File: src/rtl/ex_stage.sv
// Execute stage of the RV32I pipeline: operand forwarding, ALU, branch resolution, EX/MEM register.
// Define M_EXT_EN to build in the iterative multiply/divide unit and its stall logic.
module ex_stage (
  input  logic        clk,
  input  logic        rst,
  input  logic [31:0] ID_EX_PC,
  input  logic [31:0] ID_EX_DAT1,
  input  logic [31:0] ID_EX_DAT2,
  input  logic [31:0] ID_EX_imm,
  input  logic [4:0]  ID_EX_rd_reg1,
  input  logic [4:0]  ID_EX_rd_reg2,
  input  logic [4:0]  ID_EX_wr_reg,
  input  logic [2:0]  ID_EX_funct3,
  input  logic [6:0]  ID_EX_funct7,
  input  logic        ID_EX_regwrite,
  input  logic        ID_EX_alusrc,
  input  logic        ID_EX_memread,
  input  logic        ID_EX_memwrite,
  input  logic        ID_EX_memtoreg,
  input  logic        ID_EX_branch,
  input  logic [1:0]  ID_EX_aluop,
  input  logic [4:0]  MEM_WB_wr_reg,
  input  logic        MEM_WB_regwrite,
  input  logic [31:0] MEM_WB_wr_data,
  input  logic        EX_MEM_flush,
  output logic        ex_stall,
  output logic [31:0] EX_MEM_alu_result,
  output logic [31:0] EX_MEM_DAT2,
  output logic [31:0] EX_MEM_branch_target,
  output logic [4:0]  EX_MEM_wr_reg,
  output logic        EX_MEM_taken,
  output logic        EX_MEM_regwrite,
  output logic        EX_MEM_memread,
  output logic        EX_MEM_memwrite,
  output logic        EX_MEM_memtoreg,
  output logic        EX_MEM_branch
);

  logic [31:0] fwd_a, fwd_b, op_b, alu_res, br_tgt;
  logic [4:0]  shamt;
  logic        alt, cond, is_m_fn;
  logic        m_done;
  logic [31:0] m_res, m_dat2;

  always_comb begin
    if (EX_MEM_regwrite && EX_MEM_wr_reg == ID_EX_rd_reg1 && ID_EX_rd_reg1 != 5'd0)
      fwd_a = EX_MEM_alu_result;
    else if (MEM_WB_regwrite && MEM_WB_wr_reg == ID_EX_rd_reg1 && ID_EX_rd_reg1 != 5'd0)
      fwd_a = MEM_WB_wr_data;
    else
      fwd_a = ID_EX_DAT1;
    if (EX_MEM_regwrite && EX_MEM_wr_reg == ID_EX_rd_reg2 && ID_EX_rd_reg2 != 5'd0)
      fwd_b = EX_MEM_alu_result;
    else if (MEM_WB_regwrite && MEM_WB_wr_reg == ID_EX_rd_reg2 && ID_EX_rd_reg2 != 5'd0)
      fwd_b = MEM_WB_wr_data;
    else
      fwd_b = ID_EX_DAT2;
  end

  assign op_b    = ID_EX_alusrc ? ID_EX_imm : fwd_b;
  assign br_tgt  = ID_EX_PC + ID_EX_imm;
  assign is_m_fn = (ID_EX_aluop == 2'b10) && (ID_EX_funct7 == 7'b0000001);

  // I-type only honours funct7[5] for SRAI; ADDI never subtracts
  always_comb begin
    alt     = ID_EX_funct7[5] && (ID_EX_aluop == 2'b10 || ID_EX_funct3 == 3'b101);
    shamt   = op_b[4:0];
    alu_res = '0;
    case (ID_EX_aluop)
      2'b00: alu_res = fwd_a + op_b;
      2'b01: alu_res = fwd_a - op_b;
      default: begin
        if (!is_m_fn) begin
          case (ID_EX_funct3)
            3'b000:  alu_res = alt ? fwd_a - op_b : fwd_a + op_b;
            3'b001:  alu_res = fwd_a << shamt;
            3'b010:  alu_res = {31'd0, $signed(fwd_a) < $signed(op_b)};
            3'b011:  alu_res = {31'd0, fwd_a < op_b};
            3'b100:  alu_res = fwd_a ^ op_b;
            3'b101:  alu_res = alt ? $unsigned($signed(fwd_a) >>> shamt) : fwd_a >> shamt;
            3'b110:  alu_res = fwd_a | op_b;
            default: alu_res = fwd_a & op_b;
          endcase
        end
      end
    endcase
  end

  always_comb begin
    case (ID_EX_funct3)
      3'b000:  cond = (fwd_a == fwd_b);
      3'b001:  cond = (fwd_a != fwd_b);
      3'b100:  cond = ($signed(fwd_a) < $signed(fwd_b));
      3'b101:  cond = ($signed(fwd_a) >= $signed(fwd_b));
      3'b110:  cond = (fwd_a < fwd_b);
      3'b111:  cond = (fwd_a >= fwd_b);
      default: cond = 1'b0;
    endcase
  end

`ifdef M_EXT_EN
  localparam logic [1:0] IDLE = 2'd0;
  localparam logic [1:0] BUSY = 2'd1;
  localparam logic [1:0] DONE = 2'd2;

  logic [1:0]  state;
  logic [4:0]  count;
  logic [63:0] acc, acc_step, prod;
  logic [31:0] mag_b, raw_a, raw_b, mag_a_c, quo, rem;
  logic [32:0] mul_sum, div_trial, div_diff;
  logic [2:0]  m_f3;
  logic        neg_q, neg_r, b_zero, a_neg, b_neg, m_op;

  assign m_op     = is_m_fn && ID_EX_regwrite;
  assign ex_stall = (state == IDLE && m_op) || state == BUSY;
  assign m_done   = (state == DONE);
  assign m_dat2   = raw_b;

  // Signed ops: MUL/MULH/MULHSU/DIV/REM on rs1; MUL/MULH/DIV/REM on rs2
  assign a_neg   = fwd_a[31] && (ID_EX_funct3[2] ? !ID_EX_funct3[0] : ID_EX_funct3[1:0] != 2'b11);
  assign b_neg   = fwd_b[31] && (ID_EX_funct3[2] ? !ID_EX_funct3[0] : !ID_EX_funct3[1]);
  assign mag_a_c = a_neg ? 32'd0 - fwd_a : fwd_a;

  // acc = {hi, multiplier} for multiply, {remainder, quotient} for divide
  assign mul_sum   = {1'b0, acc[63:32]} + (acc[0] ? {1'b0, mag_b} : 33'd0);
  assign div_trial = acc[63:31];
  assign div_diff  = div_trial - {1'b0, mag_b};
  assign acc_step  = m_f3[2] ? (div_diff[32] ? {div_trial[31:0], acc[30:0], 1'b0}
                                             : {div_diff[31:0], acc[30:0], 1'b1})
                             : {mul_sum, acc[31:1]};

  always_comb begin
    prod = neg_q ? 64'd0 - acc : acc;
    quo  = neg_q ? 32'd0 - acc[31:0] : acc[31:0];
    rem  = neg_r ? 32'd0 - acc[63:32] : acc[63:32];
    case (m_f3)
      3'b000:         m_res = prod[31:0];
      3'b100, 3'b101: m_res = b_zero ? '1 : quo;
      3'b110, 3'b111: m_res = b_zero ? raw_a : rem;
      default:        m_res = prod[63:32];
    endcase
  end

  always_ff @(posedge clk or posedge rst) begin
    if (rst) begin
      state  <= IDLE;
      count  <= '0;
      acc    <= '0;
      mag_b  <= '0;
      raw_a  <= '0;
      raw_b  <= '0;
      m_f3   <= '0;
      neg_q  <= 1'b0;
      neg_r  <= 1'b0;
      b_zero <= 1'b0;
    end else if (EX_MEM_flush) begin
      state <= IDLE;
    end else begin
      case (state)
        IDLE: if (m_op) begin
          acc    <= {32'd0, mag_a_c};
          mag_b  <= b_neg ? 32'd0 - fwd_b : fwd_b;
          raw_a  <= fwd_a;
          raw_b  <= fwd_b;
          m_f3   <= ID_EX_funct3;
          neg_q  <= a_neg ^ b_neg;
          neg_r  <= a_neg;
          b_zero <= (fwd_b == 32'd0);
          count  <= '0;
          state  <= BUSY;
        end
        BUSY: begin
          acc   <= acc_step;
          count <= count + 5'd1;
          if (count == 5'd31) state <= DONE;
        end
        default: state <= IDLE;
      endcase
    end
  end
`else
  assign ex_stall = 1'b0;
  assign m_done   = 1'b0;
  assign m_res    = '0;
  assign m_dat2   = '0;
`endif

  always_ff @(posedge clk or posedge rst) begin
    if (rst) begin
      EX_MEM_alu_result    <= '0;
      EX_MEM_DAT2          <= '0;
      EX_MEM_branch_target <= '0;
      EX_MEM_wr_reg        <= '0;
      EX_MEM_taken         <= 1'b0;
      EX_MEM_regwrite      <= 1'b0;
      EX_MEM_memread       <= 1'b0;
      EX_MEM_memwrite      <= 1'b0;
      EX_MEM_memtoreg      <= 1'b0;
      EX_MEM_branch        <= 1'b0;
    end else if (EX_MEM_flush || ex_stall) begin
      EX_MEM_taken    <= 1'b0;
      EX_MEM_regwrite <= 1'b0;
      EX_MEM_memread  <= 1'b0;
      EX_MEM_memwrite <= 1'b0;
      EX_MEM_memtoreg <= 1'b0;
      EX_MEM_branch   <= 1'b0;
    end else begin
      EX_MEM_alu_result    <= m_done ? m_res : alu_res;
      EX_MEM_DAT2          <= m_done ? m_dat2 : fwd_b;
      EX_MEM_branch_target <= br_tgt;
      EX_MEM_wr_reg        <= ID_EX_wr_reg;
      EX_MEM_taken         <= !m_done && ID_EX_branch && cond;
      EX_MEM_regwrite      <= ID_EX_regwrite;
      EX_MEM_memread       <= ID_EX_memread;
      EX_MEM_memwrite      <= ID_EX_memwrite;
      EX_MEM_memtoreg      <= ID_EX_memtoreg;
      EX_MEM_branch        <= ID_EX_branch;
    end
  end

endmodule

File: config.mk
export PLATFORM = sky130hd
export DESIGN_NAME = ex_stage
export DESIGN_NICKNAME = d
export VERILOG_FILES = /design/src/rtl/ex_stage.sv
export SDC_FILE = /design/constraint.sdc
export NUM_CORES = 1
export LEC_CHECK = 0
export CAP_MARGIN = 20
export CORE_UTILIZATION = 25
export DETAILED_ROUTE_END_ITERATION = 10
export PLACE_DENSITY = 0.43
export SLEW_MARGIN = 20
export SYNTH_ARGS = -nofsm -noshare
export SYNTH_HDL_FRONTEND = slang
export SYNTH_SLANG_ARGS = --single-unit
export TNS_END_PERCENT = 50
File: constraint.sdc
create_clock -name clk -period 6.05 [get_ports clk]
set_input_delay 1.21 -clock clk [delete_from_list [all_inputs] [get_ports clk]]
set_output_delay 1.21 -clock clk [all_outputs]
set_load 0.01 [all_outputs]
-- Word-level counts from Yosys, hierarchy flattened
Index checks and enable logic that the tools add are counted.
Widths: inputs -> output; s select.
- memory bits (read-only): 0
- register bits after elaboration: 107
- memories: 0
- latch bits: 0
- output and inout port bits: 108
- bits of input ports: 202
- memory bits (writable): 0
- logic and storage cells: 74
- equality and inequality tests: 16
- shift operators: 3
- reductions and logical operators: 16
- order comparisons: 6
- multiply operators: 0
- divide/modulo/power cells: 0
- multiplexer cells: 17
- $add $sub $neg: 3
- bitwise operators: 3
- operators with widths (kind ; count):
    $mux 32 ; 8
    $pmux 32 s7 ; 1
    $lt 32x32->1 ; 4
    $add 32x32->32 ; 2
    $ge 32x32->1 ; 2
    $pmux 32 s2 ; 1
    $and 32x32->32 ; 1
    $eq 32x32->1 ; 1
    $ne 32x32->1 ; 1
    $or 32x32->32 ; 1
    $shl 32x5->32 ; 1
    $shr 32x5->32 ; 1
    $sshr 32x5->32 ; 1
    $sub 32x32->32 ; 1
    $xor 32x32->32 ; 1
    $eq 5x5->1 ; 4
    $eq 3x3->1 const B ; 4
    $logic_and 1x1->1 ; 11
    $reduce_bool 5->1 ; 2
    $eq 7x1->1 const B ; 1
    $eq 3x2->1 const B ; 2
    $mux 1 ; 6
    $pmux 1 s6 ; 1
    $eq 3x1->1 const B ; 1
    other kinds (5) ; 5

-- Depth between registers and ports, before layout
Gate-level depths: netlist (run 1).
- depth in word-level cells: 11
- mapped depth: 24
- depth with buffers taken out: 21

-- Worst setup path after synthesis (run 1)
OpenSTA, ideal clock, no wires.
- path type: input port to flip-flop
- start point: input ID_EX_rd_reg2[1]
- end point: register EX_MEM_alu_result[30]
- data required time: 5.907 ns
- path buffers: 5
- slack: -0.779 ns
- stages on the path: 23
- arrival: 6.685 ns
- library setup time: 0.143 ns
- cell sequence: or4_4 -> o211ai_2 -> or2_2 -> buf_2 -> a31oi_1 -> mux2i_1 -> buf_2 -> clkbuf_1 -> clkbuf_1 -> ha_1 -> buf_2 -> or3b_2 -> o211ai_1 -> a41o_1 -> o311a_1 -> a31oi_1 -> o31ai_1 -> a311o_1 -> a211oi_1 -> o2bb2ai_1 -> xnor2_1 -> a2111oi_0 -> o221ai_1
- cells in the longest elaborated chain, start to end: 11
- elaborated cells on any way between the ends: 23
- those cells by class: add/sub: 2; eq/ne: 2; shift: 3; mux: 8; bitwise: 3; reduce/logical: 5
- RTL lines (what ; line ; source):
    start: declaration ; 11 ; input logic [4:0] ID_EX_rd_reg2,
    $eq 5x5->1 ; 54 ; else if (MEM_WB_regwrite && MEM_WB_wr_reg == ID_EX_rd_reg2 && ID_EX_rd_reg2 != 5'd0)
    $logic_and 1x1->1 (2 in a row) ; 54 ;
    $mux 32 ; 54 ;
    $mux 32 (*) ; 52 ; if (EX_MEM_regwrite && EX_MEM_wr_reg == ID_EX_rd_reg2 && ID_EX_rd_reg2 != 5'd0)
    $mux 32 (*) ; 60 ; assign op_b = ID_EX_alusrc ? ID_EX_imm : fwd_b;
    $add 32x32->32 (tied with other cells) ; 70, 75 ;
    $mux 32, on equally long branches ; 75, 80 ;
    $pmux 32 s7 ; 74 ; case (ID_EX_funct3)
    $mux 32 ; 73 ; if (!is_m_fn) begin
    $pmux 32 s2 (*) ; 69 ; case (ID_EX_aluop)
    end signal: assignment ; 208 ; EX_MEM_alu_result <= m_done ? m_res : alu_res;
    end: declaration ; 27 ; output logic [31:0] EX_MEM_alu_result,
Every way passes the cells marked *; elsewhere a longest branch is shown, timed or not.
A chain may end at the register's enable or synchronous reset.

-- Worst setup path after layout (run 1)
- start point: input ID_EX_rd_reg1[1]
- end point: register EX_MEM_alu_result[27]
- cells in the longest elaborated chain, start to end: 10
- elaborated cells on any way between the ends: 22
- those cells by class: add/sub: 2; eq/ne: 2; shift: 3; mux: 7; bitwise: 3; reduce/logical: 5
- RTL lines (what ; line ; source):
    start: declaration ; 10 ; input logic [4:0] ID_EX_rd_reg1,
    $eq 5x5->1 ; 48 ; else if (MEM_WB_regwrite && MEM_WB_wr_reg == ID_EX_rd_reg1 && ID_EX_rd_reg1 != 5'd0)
    $logic_and 1x1->1 (2 in a row) ; 48 ;
    $mux 32 ; 48 ;
    $mux 32 (*) ; 46 ; if (EX_MEM_regwrite && EX_MEM_wr_reg == ID_EX_rd_reg1 && ID_EX_rd_reg1 != 5'd0)
    $add 32x32->32 (tied with other cells) ; 70, 75 ;
    $mux 32, on equally long branches ; 75, 80 ;
    $pmux 32 s7 ; 74 ;
    $mux 32 ; 73 ;
    $pmux 32 s2 (*) ; 69 ;
Marked as above.

==> run summary, run 1 <==
The run finished with clean final reports. In the routed design, unresolved DRC markers number 0. The number of vias per cell after detailed routing is 5.62. The floorplan row count came out at 98. The synthesized area divided by synthesized cell count is 7.13 um^2.

The maximum achievable frequency came out at 168 MHz. Measured in cells, the most critical reg-to-reg path has a length of 23. The die outline width is 271 um. Routability-driven placement finished with a final weighted congestion of 1.02.

IR analysis of the VDD net gives a maximum drop of 0.000122 V. Setup violations remaining at the end of the flow were counted as 0. The wire length of the first global-routing pass is 173 mm.

The count of clock tree sinks is 107. The worst hold margin came out at 0.495 ns. The overall via count from detail_route came out at 24000. The kind of critical path is input pin to flip-flop.

Leaving out fill and tap cells, the most frequent cell in the layout is sky130_fd_sc_hd__buf_4. In this run the clock root is driven by a sky130_fd_sc_hd__clkbuf_16. The final net count is 3692. The clock-pin transition on the worst setup and hold timing paths came out at 0.11 ns. The post-detailed-route count of antenna-violating nets came out at 0. The core utilization of the finished layout came out at 0.385. The remaining max-slew budget at the tightest pin came out at 0.312. The compound-cell area share of the yosys netlist was 0.320. STA classifies the critical path startpoint as an input pin. The Yosys step of the flow raised 0 warnings. For this configuration, the core starts out at a cell density of 0.253.

In the layout the commonest cells are sky130_fd_sc_hd__buf_4 (611), sky130_fd_sc_hd__nand2_1 (293), sky130_fd_sc_hd__clkdlybuf4s50_1 (291). The worst register-to-register path begins at EX_MEM_wr_reg[0]$_DFFE_PP0N_. The total count of max-transition violations in the final report came out at 0. The depth of the worst hold-timing path came out at 2.

The capturing element type of the critical path is a flip-flop. Once layout is done, the placed cells without fillers occupy 0.0276 mm^2. Entering global routing, the biggest net connects 69 pins.

The initial antenna violation count is 1. The number of buffers created by CTS is 9. For the worst setup path, the data required time is 6.37 ns. The worst hold path terminates at EX_MEM_branch_target[15]$_DFFE_PP0N_. The I/O pin total came out at 310.

The synthesized-area fraction occupied by and/or/nand/nor cells is 0.201. The share of the clock period used by the worst path after layout is 0.981. The first-pass detailed-route iteration total is 6.

After synthesis, the largest family of logic cells by area is compound AO/OA/AOI/OAI gates. The post-place instance area came out at 0.0265 mm^2. Of the total synthesized cell area, the portion taken by full adders, half adders and majority gates is 0.118. The wire length reported by the detailed router is 120 mm. In this run the critical register-to-register path is captured at EX_MEM_taken$_DFF_PP0_. The detailed router's first-iteration violation count came out at 2457. The type of the tightest min-delay check is flip-flop to flip-flop.

Compared with the post-synthesis result, the final layout area differs by 51.9%. The mean routed wirelength per cell is 28.1 um. The die area is 0.0737 mm^2. The via count of the first global-routing pass is 24000. The clock arrives with 0.0236 ns of skew.

Of the synthesized area, sequential elements account for 0.148. The number of failing hold endpoints at the final stage is 0. In this run the deepest clock path goes through 2 buffers. The count of maximum capacitance violations came out at 0. The largest registers in the layout are EX_MEM_DAT2 (32), EX_MEM_alu_result (32), EX_MEM_branch_target (32). The height of the chip is 271 um. The critical path arrival came out at 6.26 ns. Summed over all cells, the static leakage comes to 0.0121 uW. The sum of net half-perimeters after detailed placement came out at 96.0 mm. The final-layout fill cell count came out at 7623. At the pin with the least slew margin, the transition time is 1.03 ns. The multiplexer share of the synthesized area came out at 0.0900. The layout cell share with drive strength beyond 1 is 0.256. The latest clock arrival within the worst-skew pair is 0.43 ns. The global routing usage summed across all routing layers is 0.318.

The post-synthesis xor/xnor area fraction is 0.0492. After technology mapping, the gate count stands at 2546. The H-tree depth reported by CTS is 3. The largest driver fanout on the critical path came out at 27. The count of flip-flops with a built-in enable after synthesis came out at 0. After floorplanning, the core was sized to cover 0.0716 mm^2. Setup repair after global routing could not meet its margin everywhere. The number of distinct standard cells referenced by the synthesized netlist came out at 97.

The synthesized cell area came out at 0.0181 mm^2. The remaining global-route overflow came out at 0. The start point of the worst min-delay path is EX_MEM_branch_target[15]$_DFFE_PP0N_. The time the worst path needs with I/O delays and setup came out at 5.94 ns.

In this run the power density over the cells is 183 mW/mm^2. Synthesis produced a netlist with a net count of 2917. TritonCTS built the clock tree. The worst reg-to-reg setup slack is 0.98 ns. The flop and latch count out of synthesis is 107. The count of port buffers added during placement is 308. Among all flip-flop cells after synthesis, the most frequent one is sky130_fd_sc_hd__dfrtp_1.

The proportion of synthesized flip-flops having asynchronous set or reset came out at 1.00.
[metrics by stage]
stage / power (uW) / setup TNS [ns] / cells / worst slack (ns)
6_report: 5050 / 0 / 4277 / 0.113
5_1_grt: 5290 / -0.160 / 4277 / -0.0364
4_1_cts: 4950 / 0 / 4264 / 0.000311
3_5_place_dp: 4160 / -15.10 / 4229 / -1.26
3_3_place_gp: 4170 / -13.74 / 4229 / -1.16
2_1_floorplan: 2430 / -0.193 / 2546 / -0.172
[cells in the mapped netlist, drive strengths merged, types with 19 or more instances]
library cell | count | area [um^2]
mux2 | 35 | 394
o221ai | 19 | 166
a31oi | 71 | 463
nand2 | 295 | 1110
nand3 | 61 | 305
dfrtp | 107 | 2680
clkbuf | 108 | 405
o21ai | 275 | 1380
a211oi | 44 | 330
a21oi | 201 | 1010
buf | 73 | 399
nand4 | 37 | 231
a21o | 60 | 450
o211ai | 24 | 190
inv | 137 | 517
xnor2 | 74 | 648
o21bai | 20 | 150
xor2 | 28 | 245
o31ai | 32 | 254
nor2 | 200 | 756
mux2i | 100 | 1010
nor3 | 71 | 367
ha | 166 | 2080
[cell type report]
cell class / count / area [um^2] / share of cell area
Tap cell: 950 / 1190 / 0.0431
Multi-Input combinational cell: 2117 / 14800 / 0.535
Timing Repair Buffer: 945 / 8080 / 0.293
Inverter: 141 / 534 / 0.0194
Sequential cell: 107 / 2680 / 0.0972
Clock inverter: 7 / 93.8 / 0.00340
Antenna cell: 1 / 2.50 / 0.0000908
Clock buffer: 9 / 225 / 0.00817
[worst max-delay path, stage by stage]
cell and delay, ns:
sky130_fd_sc_hd__clkdlybuf4s50_1 0.42, sky130_fd_sc_hd__or4_4 0.55, sky130_fd_sc_hd__o211ai_2 0.19, sky130_fd_sc_hd__or2_4 0.24, sky130_fd_sc_hd__buf_4 0.24, sky130_fd_sc_hd__buf_12 0.21
sky130_fd_sc_hd__nor2_1 0.07, sky130_fd_sc_hd__a31oi_2 0.25, sky130_fd_sc_hd__ha_1 0.33, sky130_fd_sc_hd__a21o_1 0.18, sky130_fd_sc_hd__a21oi_1 0.18, sky130_fd_sc_hd__o21bai_1 0.12
sky130_fd_sc_hd__a31oi_1 0.34, sky130_fd_sc_hd__a21boi_2 0.37, sky130_fd_sc_hd__a31oi_4 0.17, sky130_fd_sc_hd__xnor2_2 0.23, sky130_fd_sc_hd__nor2_1 0.12, sky130_fd_sc_hd__nor4_4 0.40
sky130_fd_sc_hd__a31oi_1 0.14, sky130_fd_sc_hd__a221o_1 0.28
[power by group]
part           leakage [uW]  switching (uW)  total [uW]  internal, uW
clock network      0.000153             425         727           302
registers           0.00131             172        1000           829
logic                0.0107            1810        3320          1520
[worst max path at each step]
stage / startpoint / end / slack [ns] / cells past startpoint
final: ID_EX_rd_reg1[1] / EX_MEM_alu_result[27]$_DFFE_PP0N_ / 0.11 / 20
after global routing: MEM_WB_wr_reg[4] / EX_MEM_alu_result[24]$_DFFE_PP0N_ / -0.04 / 24
after detailed placement: MEM_WB_wr_reg[0] / EX_MEM_alu_result[27]$_DFFE_PP0N_ / -1.26 / 24
after CTS: MEM_WB_wr_reg[0] / EX_MEM_alu_result[30]$_DFFE_PP0N_ / 0.0003 / 22
after floorplan: MEM_WB_wr_reg[0] / EX_MEM_alu_result[30]$_DFFE_PP0N_ / -0.17 / 24
after global placement: MEM_WB_wr_reg[0] / EX_MEM_alu_result[27]$_DFFE_PP0N_ / -1.16 / 23
[kinds of logic (layout without fill, tap and decap cells)]
family	count (synthesis)	after routing
other	1	2
AND/OR/NAND/NOR	794	794
adder cells (fa/ha/maj)	169	169
flip-flops	107	107
AO/OA/AOI/OAI	906	906
XOR/XNOR	102	102
multiplexers	145	145
buffers and inverters	322	1102
[repair_timing]
action	CTS	global route
pin swaps	29	40
endpoints found under the setup margin	19	22
resized for setup	74	80
gates cloned	0	0
hold endpoints to repair	0	0
hold buffers	0	0
buffers inserted	19	12
[layer usage]
layer / GRT usage / up-vias / wire [um]
li1: - / 10900 / -
met1: 0.420 / 11800 / 52200
met2: 0.532 / 1144 / 56100
met3: 0.0402 / 201 / 7960
met4: 0.104 / 0 / 4160
met5: 0 / - / 0
Power figures use the tool's default switching activity.
==> run 2, diff against run 1 <==
ABC_AREA = 1   (was not set)
CORE_UTILIZATION = 40   (was 25)
PLACE_DENSITY = 0.63   (was 0.43)
==> run 2 against run 1 <==
Net effect:
- count of clock-buffer cells in the layout stayed put
- routed wire length shrank 12%
- largest power group unchanged
- critical endpoint is now EX_MEM_alu_result[25]$_DFFE_PP0N_
- via count grew 5.9%
==> run summary, run 2 <==
The flow ran to the end, and the final reports show no timing, DRC or antenna violations. The worst setup path is captured at a flip-flop. The number of buffers created by CTS is 9 (unchanged). The final worst-path setup slack came out at 0.384 ns (+0.272 ns). The number of failing hold endpoints at the final stage came out at 0 (unchanged). The critical path in this run is classified as input pin to flip-flop.

The largest driver fanout on the critical path came out at 56 (+110%). The clock tree buffer depth came out at 2 (unchanged). The wire length reported by the detailed router came out at 105 mm (-12%). The buffers inserted during post-CTS setup optimization is 0 (-19).

The layout cell share with drive strength beyond 1 is 0.0849 (-0.171). The clock-pin transition on the worst setup and hold timing paths is 0.10 ns (about the same). The critical path arrival came to 5.98 ns (-0.28 ns). After synthesis, the most frequently instantiated cells are sky130_fd_sc_hd__nand2_1 (981), sky130_fd_sc_hd__nand3_1 (449), sky130_fd_sc_hd__inv_1 (301), sky130_fd_sc_hd__nor2_1 (298), sky130_fd_sc_hd__a21oi_1 (225).

The via count of the first global-routing pass is 23900 (-0.11%). In this run the clock root is driven by a sky130_fd_sc_hd__clkbuf_16. The register area share after synthesis was 0.143 (-0.00439). The largest incremental delay on the critical path is 0.57 ns (+0.02 ns).

The number of distinct standard cells referenced by the synthesized netlist is 59 (-39%). The area of the placeable core is 0.0458 mm^2 (-36%). The largest registers in the layout are EX_MEM_DAT2 (32), EX_MEM_alu_result (32), EX_MEM_branch_target (32). The most repeated cell in the gate-level netlist after synthesis is sky130_fd_sc_hd__nand2_1. In the layout the commonest cells are sky130_fd_sc_hd__nand2_1 (981), sky130_fd_sc_hd__nand3_1 (448), sky130_fd_sc_hd__clkdlybuf4s50_1 (307).

The remaining global-route overflow is 0 (unchanged). The startpoint class of the critical path is an input pin. The starting utilization of the core area is 0.409 (+0.155).

The count of flip-flops with a built-in enable after synthesis is 0 (unchanged). The die area came out at 0.0476 mm^2 (-35%). The total count of max-transition violations in the final report is 0 (unchanged). The number of setup violations in the final report came out at 0 (unchanged). Setup repair after global routing left no endpoint under its margin. The post-synthesis cell count came out at 3289 (+29%). The overall via count from detail_route is 25500 (+5.9%). The die outline width came out at 218 um (-20%). Summed over all instances, the cell type with the most area after synthesis is sky130_fd_sc_hd__nand2_1. The pin count of the biggest net entering global routing was 74 (+7.2%). The latest clock arrival within the worst-skew pair was 0.42 ns (about the same). The sum of net half-perimeters after detailed placement is 84.6 mm (-12%).

The setup TNS is 0 ns (unchanged). The number of remaining DRC errors is 0 (unchanged). The area share of the largest cell type after synthesis is 0.197 (+0.0493).

The synthesized cell area is 0.0187 mm^2 (+3.1%). In this run the worst hold path is classified as flip-flop to flip-flop. By area the synthesized netlist is led by sky130_fd_sc_hd__nand2_1 (20%), sky130_fd_sc_hd__dfrtp_1 (14%), sky130_fd_sc_hd__nand3_1 (12%). The detailed router's first-iteration violation count is 3588 (+46%). The mean routed wirelength per cell came out at 25.0 um (-11%). The initial antenna violation count is 8 (+7). The count of warnings emitted by yosys came out at 0 (unchanged). The height of the chip was 218 um (-20%). The count of maximum capacitance violations came out at 0 (unchanged).

The post-synthesis to final-layout area growth is 25.1%. The leakage power total came out at 0.0118 uW (-2.8%). The peak supply drop came out at 0.000133 V (+8.5%). The count of clock tree sinks was 107 (unchanged). The placer's final routability congestion estimate came to 1.13 (+11%). The floorplan row count came out at 78 (-20%). The net count after synthesis is 3660 (+25%).

The final net count was 3982 (+7.9%). The I/O pin total came out at 310 (unchanged). The remaining max-slew budget at the tightest pin came out at 0.196 (-0.116). The flop and latch count out of synthesis is 107 (unchanged). The proportion of synthesized flip-flops having asynchronous set or reset is 1.00 (unchanged). The post-place instance area came out at 0.0231 mm^2 (-13%). The post-cts hold buffer count is 0 (unchanged). The count of port buffers added during placement was 308 (unchanged). The number of cells upsized or downsized after cts came out at 0 (-100%). The share of the clock period used by the worst path after layout is 0.936 (-0.0449). The power per unit of standard cell area came to 189 mW/mm^2 (+2.9%).

For this run, the leading register cell type out of synthesis is sky130_fd_sc_hd__dfrtp_1. The number of vias per cell after detailed routing is 6.03 (+7.4%). The clock tree from TritonCTS is yes. The H-tree depth reported by CTS came out at 3 (unchanged). The time the worst path needs with I/O delays and setup is 5.67 ns (-0.272 ns).

The maximum achievable frequency is 177 MHz (+4.8%). The slowest stage of the critical path belongs to the cell sky130_fd_sc_hd__clkdlybuf4s50_1. The required arrival time at the worst endpoint is 6.36 ns (about the same). The wire length of the first global-routing pass is 154 mm (-11%).

The post-detailed-route count of antenna-violating nets came out at 0 (unchanged). The worst hold margin was 0.486 ns (-0.00856 ns). The transition at the pin with the smallest max-transition slack is 1.20 ns (+0.174 ns). The first-pass detailed-route iteration total was 9 (+3). In this design, the critical path's most frequently occurring cell is sky130_fd_sc_hd__nand2_1.

The worst clock skew came to 0.0191 ns (-0.00453 ns). The commonest non-fill, non-tap cell in the layout is sky130_fd_sc_hd__nand2_1. The worst setup slack before clock tree synthesis came out at 0.104 ns (+1.37 ns). The global routing usage summed across all routing layers is 0.438 (+0.120). The synthesized area divided by synthesized cell count is 5.69 um^2 (-20%). The final instance area came out at 0.0234 mm^2 (-15%).
==> run 2: kinds of logic after synthesis <==
| group | synth area share |
|---|---|
| AO/OA/AOI/OAI | 0.186 |
| XOR/XNOR | 0.0244 |
| adder cells (fa/ha/maj) | 0.114 |
| buffers and inverters | 0.109 |
| flip-flops | 0.143 |
| other | 0.000201 |
| AND/OR/NAND/NOR | 0.423 |
==> run 2: critical path: cells and delay by family <==
| family | cells | cell delay [ns] |
|---|---|---|
| buffers and inverters | 7 | 1.43 |
| and+or+nand+nor | 10 | 1.30 |
| AOI/OAI and AO/OA | 6 | 1.39 |
| adders and majority gates | 1 | 0.44 |
| xor gates and xnor gates | 1 | 0.18 |
==> run 2: metrics by stage <==
step | utilization | std cells | power [uW]
6_report | 0.511 | 4219 | 4410
4_1_cts | 0.511 | 4215 | 4320
2_1_floorplan | - | 3289 | 2420
3_5_place_dp | 0.505 | 4200 | 3640
3_3_place_gp | 0.505 | 4200 | 3630
5_1_grt | 0.511 | 4218 | 4640
==> run 2: routing by layer <==
layer | GRT usage | wire, um | vias up
li1 | - | - | 11500
met1 | 0.556 | 41300 | 11800
met2 | 0.669 | 44700 | 1793
met3 | 0.108 | 12200 | 381
met4 | 0.260 | 7320 | 6
met5 | 0 | 37 | -
==> run 2: final timing paths <==
kind / slack, ns / start / to / depth (start not counted)
worst min register to register: 0.49 / EX_MEM_branch_target[30]$_DFFE_PP0N_ / EX_MEM_branch_target[30]$_DFFE_PP0N_ / 2
max in group asynchronous: 4.06 / rst / EX_MEM_DAT2[15]$_DFFE_PP0N_ / 3
worst max-delay path: 0.38 / ID_EX_rd_reg1[4] / EX_MEM_alu_result[25]$_DFFE_PP0N_ / 25
worst max register to register: 1.28 / EX_MEM_wr_reg[3]$_DFFE_PP0N_ / EX_MEM_alu_result[25]$_DFFE_PP0N_ / 24
worst min-delay path: 0.49 / EX_MEM_branch_target[30]$_DFFE_PP0N_ / EX_MEM_branch_target[30]$_DFFE_PP0N_ / 2
min in group asynchronous: 1.03 / rst / EX_MEM_memread$_DFF_PP0_ / 2
==> run 2: report_power, final <==
| group | switching, uW | internal [uW] | leakage (uW) |
|---|---|---|---|
| registers | 137 | 818 | 0.00128 |
| clock network | 377 | 289 | 0.000140 |
| logic | 1780 | 1020 | 0.0104 |
| total | 2290 | 2120 | 0.0118 |
==> run 2: layout make-up <==
| class | instances | area, um^2 |
|---|---|---|
| Fill cell | 4906 | 22400 |
| Inverter | 335 | 1260 |
| Antenna cell | 4 | 10.0 |
| Multi-Input combinational cell | 2685 | 14000 |
| Clock inverter | 6 | 57.6 |
| Tap cell | 600 | 751 |
| Timing Repair Buffer | 473 | 4400 |
| Clock buffer | 9 | 225 |
| Sequential cell | 107 | 2680 |
